===== src/rtl/regfile_multiport.sv =====
// Multi-port register file with hardwired-zero r0 and a per-register busy scoreboard.
// Optional same-cycle write-to-read bypass is enabled by defining REGFILE_BYPASS_EN.
module regfile_multiport #(
    parameter int unsigned N  = 32,
    parameter int unsigned W  = 32,
    parameter int unsigned NR = 2,
    parameter int unsigned NW = 2,
    localparam int unsigned A = $clog2(N)
) (
    input  logic            clk,
    input  logic            rst,
    input  logic [NR*A-1:0] rd_addr,
    output logic [NR*W-1:0] rd_data,
    output logic [NR-1:0]   rd_busy,
    input  logic [NW-1:0]   wr_en,
    input  logic [NW*A-1:0] wr_addr,
    input  logic [NW*W-1:0] wr_data,
    input  logic            iss_en,
    input  logic [A-1:0]    iss_addr,
    output logic            any_busy
);

    if ((N < 2) || ((N & (N - 1)) != 0)) begin : gen_bad_n
        $error("regfile_multiport: N must be a power of two >= 2");
    end
    if ((NR < 1) || (NR > 4)) begin : gen_bad_nr
        $error("regfile_multiport: NR must be in 1..4");
    end
    if ((NW < 1) || (NW > 2)) begin : gen_bad_nw
        $error("regfile_multiport: NW must be in 1..2");
    end

    logic [W-1:0] regs_q [N];
    logic [W-1:0] regs_d [N];
    logic [N-1:0] busy_q;
    logic [N-1:0] busy_d;

    // Later write ports overwrite earlier ones; the issue set is applied last so it wins.
    always_comb begin
        regs_d = regs_q;
        busy_d = busy_q;
        for (int unsigned j = 0; j < NW; j++) begin
            if (wr_en[j] && (wr_addr[j*A +: A] != '0)) begin
                regs_d[wr_addr[j*A +: A]] = wr_data[j*W +: W];
                busy_d[wr_addr[j*A +: A]] = 1'b0;
            end
        end
        if (iss_en && (iss_addr != '0)) begin
            busy_d[iss_addr] = 1'b1;
        end
    end

    always_ff @(posedge clk) begin
        if (!rst) begin
            for (int unsigned k = 0; k < N; k++) begin
                regs_q[k] <= '0;
            end
            busy_q <= '0;
        end else begin
            regs_q <= regs_d;
            busy_q <= busy_d;
        end
    end

    always_comb begin
        rd_data = '0;
        rd_busy = '0;
        for (int unsigned i = 0; i < NR; i++) begin
            rd_data[i*W +: W] = regs_q[rd_addr[i*A +: A]];
            rd_busy[i]        = busy_q[rd_addr[i*A +: A]];
`ifdef REGFILE_BYPASS_EN
            for (int unsigned j = 0; j < NW; j++) begin
                if (wr_en[j] && (wr_addr[j*A +: A] != '0) &&
                    (wr_addr[j*A +: A] == rd_addr[i*A +: A])) begin
                    rd_data[i*W +: W] = wr_data[j*W +: W];
                    rd_busy[i]        = iss_en && (iss_addr == rd_addr[i*A +: A]);
                end
            end
`endif
        end
    end

    assign any_busy = |busy_q;

endmodule


===== config.mk =====
export PLATFORM = sky130hd
export DESIGN_NAME = regfile_multiport
export DESIGN_NICKNAME = d
export VERILOG_FILES = /design/src/rtl/regfile_multiport.sv
export SDC_FILE = /design/constraint.sdc
export NUM_CORES = 2
export LEC_CHECK = 0
export BUFFER_PORTS_ARGS = -buffer_cell sky130_fd_sc_hd__buf_2
export CORE_ASPECT_RATIO = 1.4
export CORE_UTILIZATION = 30
export CTS_CLUSTER_SIZE = 12
export DETAILED_ROUTE_END_ITERATION = 10
export GPL_TIMING_DRIVEN = 0
export PLACE_DENSITY = 0.53
export SLEW_MARGIN = 20
export SYNTH_ARGS = -nofsm -noshare
export SYNTH_HDL_FRONTEND = slang
export SYNTH_SLANG_ARGS = --single-unit

===== constraint.sdc =====
create_clock -name clk -period 3.4 [get_ports clk]
set_clock_uncertainty 0.1 [all_clocks]
set_input_delay 0.34 -clock clk [delete_from_list [all_inputs] [get_ports clk]]
set_output_delay 0.34 -clock clk [all_outputs]
set_load 0.005 [all_outputs]

# ---- Yosys cells after proc, flatten, opt, wreduce, memory -nomap -nowiden
# Cells that the tools add are included.
dict set report totals {
  input_bits 94
  out_inout_bits 67
  reg_bits 1056
  elab_cells 95
}
dict set report classes {
  reduce_logical 12
  mux 27
  n_lt_le_gt_ge 14
  n_bitwise 9
}
# operator n
set op_table {}
lappend op_table {{1024-bit bitwise mux} 2}
lappend op_table {{1024-bit two-way mux} 2}
lappend op_table {{32-bit binary-select mux with 5-bit select} 2}
lappend op_table {{32-bit demux with 5-bit select} 2}
lappend op_table {{32-bit two-way mux} 9}
lappend op_table {{32-bit AND} 2}
lappend op_table {{32-bit NOT} 2}
lappend op_table {{32-bit bitwise OR} 1}
lappend op_table {{32-bit OR reduction} 1}
lappend op_table {{5-bit by 6-bit less-than comparator with 1-bit output, second input constant} 5}
lappend op_table {{6-bit greater-or-equal comparator, second input constant} 4}
lappend op_table {{5-bit NOT with 6-bit output} 4}
lappend op_table {{1-bit demux with 5-bit select} 3}
lappend op_table {{5-bit by 1-bit greater-or-equal comparator with 1-bit output, second input constant} 3}
lappend op_table {{5-bit nonzero test} 3}
lappend op_table {{6-bit by 1-bit less-than comparator with 1-bit output, second input constant} 2}
lappend op_table {{1-bit binary-select mux with 5-bit select} 2}
lappend op_table {{1-bit logical AND} 8}
lappend op_table {{1-bit two-way mux} 5}

# ---- Logic depth before layout (Yosys ltp)
dict set report depth {
  depth_word 11
  ltp_mapped 8
  mapped_depth_nobuf 5
}

# ---- Worst setup path before layout
# Ideal clock, no wire load.
dict set report synth_path {
  path_kind {input to output}
  from {input port rd_addr[1]}
  to {output port rd_data[10]}
  path_stages 8
  n_path_buf 4
  t_arrival_ns 1.672
  slack_ns 1.288
  required_time_ns 2.960
  path_cell_list {clkbuf_1 buf_2 buf_2 buf_2 mux2i_1 a22oi_1 a31oi_1 nand3_1}
}
dict set report synth_via {
  elab_chain_len 4
}
# element line_no
set synth_lines {}
lappend synth_lines {{start, declared} 12} ;# input logic [NR*A-1:0] rd_addr,
lappend synth_lines {{5-bit NOT with 6-bit output (implied by the code)} 69} ;# rd_data[i*W +: W] = regs_q[rd_addr[i*A +: A]];
lappend synth_lines {{32-bit binary-select mux with 5-bit select} 69}
lappend synth_lines {{32-bit two-way mux (implied by the code) (2 in a row)} 69}
lappend synth_lines {{end, declared} 13} ;# output logic [NR*W-1:0] rd_data,
# No other way between the ends. The select of a mux whose other input is x is not followed.

# ---- Worst setup path in the final report
dict set report layout_path {
  from {input port rd_addr[2]}
  to {output port rd_data[20]}
}
# The elaborated chain is that of the path after synthesis.

==> metrics.md <==
| Metric | Value |
|---|---|
| Peak fanout along the critical path | `10` |
| Post-CTS Setup Repair Bufs | `0` |
| Commonest non-fill, non-tap cell in the layout | `mux2i_1` |
| Share of synthesized registers carrying an async set or reset | `0%` |
| Power Dens Cells | `between 400 and 500 nW/um^2` |
| Grt ovf | `0` |
| Max Used Layer | `met5` |
| Vias in the first global route | `67934` |
| Worst Hold End | `busy_q[3]` |
| F_max | `roughly 270 MHz` |
| Critical hold path startpoint | `iss_en` |
| R2r endpoint | `regs_q[699]` |
| DPL Wire Length | `approximately 360 mm` |
| Run status | `finished, violations left` |
| Post-DRT Antenna Nets | `0` |
| Cts bufs inserted | `141` |
| Critical Path Max Stage Delay | `about 0.53 ns` |
| Violated checks | `setup timing` |
| Finish-stage setup viols | `47` |
| DR iter-0 viols | `about 11000` |
| Wire length on met2 | `between 150 and 200 mm` |
| Initial core utilization | `between 30% and 40%` |
| Commonest non-fill, non-tap cells in the layout | `mux2i_1 (1386), nand2_1 (1108), dfxtp_1 (1056)` |
| CTS Sinks | `~1100` |
| Area of the multi-input gates | `39800 sq um` |
| Slew margin rel. | `between 10 and 15%` |
| Flop2flop setup slack | `2.14 ns` |
| Max_cap viols | `0` |
| Die ar. | `roughly 220000 sq um` |
| DRC Markers | `0` |
| Layout Nets | `8516` |
| Clock root cell | `clkbuf_16` |
| Flops & latches, synth | `about 1100` |
| R2R depth | `2` |
| Total GRT Usage | `41.2%` |
| CTS Buffer Depth | `4` |
| Standard-cell rows | `200` |
| CP delay by family, top | `buffers and inverters` |
| Seq/Total Area, Yosys | `33.0%` |
| Io pins | `around 160` |
| Die Ht | `549 microns` |
| CP endpoint kind | `output port` |
| Crit-path slowest cell | `clkbuf_2` |
| Layout cell share with drive strength beyond 1 | `a little over a tenth` |
| Crit path kind | `in2out` |
| Cells after Synth | `around 8000` |
| Yosys top cell area share | `around 33%` |
| Mapped Nets | `8107` |
| Fill cells | `about 23000` |
| Yosys cell types | `between 40 and 50` |
| Inst Count DP | `around 11000` |
| I/O Buffers | `~150` |
| Largest net degree at the start of global routing | `13` |
| Met3 routed WL | `approximately 41 mm` |
| Worst-margin pin slew | `1.32 ns` |
| Main synth FF type | `dfxtp_1` |
| Worst setup margin | `-0.243 ns` |
| Maximum vdd drop | `0.416 mV` |
| Initial antenna violation count | `34` |
| Routed len/inst | `around 40 microns` |
| Synthesized area | `around 64000 sq um` |
| Crit-path cells | `buf_2 -> and2_2 -> clkbuf_2 -> buf_16 -> buf_2 -> a22oi_1 -> nand3_1 -> nand3_1 -> buf_2` |
| Data arrival, critical path | `roughly 3.2 ns` |
| Cell mode on critical path | `buf_2` |
| Worst setup SP type | `primary input` |
| Worst-path clk slew | `approximately 0.060 ns` |
| Syn_area_per_cell | `7.99 sq um` |
| Ys Warns | `0` |
| Router iterations before antenna repair | `9` |
| First-pass GRT wire length | `slightly above 600 mm` |
| Worst hold slack | `between 0.15 and 0.2 ns` |
| Post-synth EDFFs | `0` |
| Detailed-route via count | `between 70000 and 80000` |
| Worst Path Required | `roughly 3.0 ns` |
| Clock Latency Late Sink | `about 0.9 ns` |
| Number of hold violations in the final report | `0` |
| Place WS | `-1.20 ns` |
| Area occupied by registers | `~21000 sq um` |
| Cell taking the most area after synthesis | `dfxtp_1` |
| Final Critical Period | `~3.6 ns` |
| Main area contributors after synthesis | `dfxtp_1 (33%), mux2i_1 (23%), a311oi_1 (7.4%), nand2_1 (6.5%), nor2_1 (5.8%)` |
| Post-route insts no fill | `roughly 11000` |
| H-tree depth | `4` |
| Routed WL | `approximately 460 mm` |
| Core Region | `roughly 210000 sq um` |
| GP Congestion | `1.10` |
| Die width | `~400 microns` |
| Via density | `around 6.5` |
| Buffers plus inverters on the worst setup path | `5` |
| Origin of the critical flop-to-flop path | `regs_q[699]` |
| P_leak | `~29 nW` |
| Fin. max-slew vios | `0` |
| Hold Crit Class | `in2reg` |
| TritonCTS clock tree | `done` |
| Fin crit share | `107%` |
| Met1 WL | `about 160 mm` |
| Hold Path Cell Cnt | `5` |
| Synth-to-layout area growth | `18.1%` |
[Yosys cell counts, drive strengths merged (11+ instances only)]
cell type  number
and2           37
nand3         495
nand2        1110
nor2          993
nor2b          11
mux2i        1440
nor3           72
a22o          132
buf           260
a32oi          26
a31oi         130
dfxtp        1056
nand2b         12
a211oi        384
clkbuf        739
o21ai         128
a22oi         199
a311oi        544
a21oi         201
[worst max path at each step]
stage                    start     endpoint  cells past startpoint
finish              rd_addr[2]  rd_data[20]                      9
global route        rd_addr[7]  rd_data[52]                      8
CTS                 rd_addr[1]  rd_data[16]                     10
detailed placement  rd_addr[5]  rd_data[50]                      9
global placement    rd_addr[6]  rd_data[47]                      9
floorplan           rd_addr[1]  rd_data[10]                      8
[layer usage]
metal | track usage [%] | up-vias
li1 | - | 30107
met5 | 0 | -
met3 | 9.15 | 1850
met1 | 46.0 | 36153
met2 | 60.5 | 5590
met4 | 48.0 | 8
[report_power, final]
part	internal [mW]	switching, mW
Sequential	12.6	0.261
Clock	9.21	6.63
Combinational	1.39	4.20
[metrics by stage]
step | cell area (sq um) | util [%] | TNS, ns | total power [mW]
after floorplan | 64000 | - | 0 | 15.4
after global placement | 68400 | 32.2 | -193.27 | 18.0
after detailed placement | 69100 | 32.6 | -90.31 | 18.2
after CTS | 75300 | 35.5 | -0.0890 | 33.8
after global routing | 75600 | 35.6 | -0.000469 | 34.6
final | 75600 | 35.6 | -3.62 | 34.3
[state kept, by name, indices dropped and copies added (netlist names)]
name    count
regs_q   1024
busy_q     32
[repair_timing]
item,4_1_cts,5_1_grt
endpoints found under the setup margin,66,63
hold endpoints to repair,71,0
resized for setup,249,87
hold buffers,72,0
pin swaps,0,1
[final cells by class]
| type | instances | area share (%) |
|---|---|---|
| Antenna cell | 30 | 0.0993 |
| Buffer | 995 | 5.87 |
| Clock buffer | 214 | 5.62 |
| Clock inverter | 28 | 0.485 |
| Inverter | 9 | 0.0447 |
| Multi-Input combinational cell | 5949 | 52.7 |
| Sequential cell | 1056 | 28.0 |
| Tap cell | 2828 | 4.68 |
| Timing Repair Buffer | 270 | 2.56 |
[worst min-delay path, cell delays in order]
cell	delay (ns)
buf_2	0.10
nand2b_1	0.26
nor3_1	0.15
a32oi_1	0.18
nor2_1	0.05
[cells by family after synthesis]
family          count (synthesis)  synth area share, %
flops                        1056                 33.0
mux                          1440                 22.5
simple gates                 2763                 17.8
compound gates               1746                 20.3
buf+inv                      1008                 6.42
Note: power is estimated with default switching activity, not from simulation.
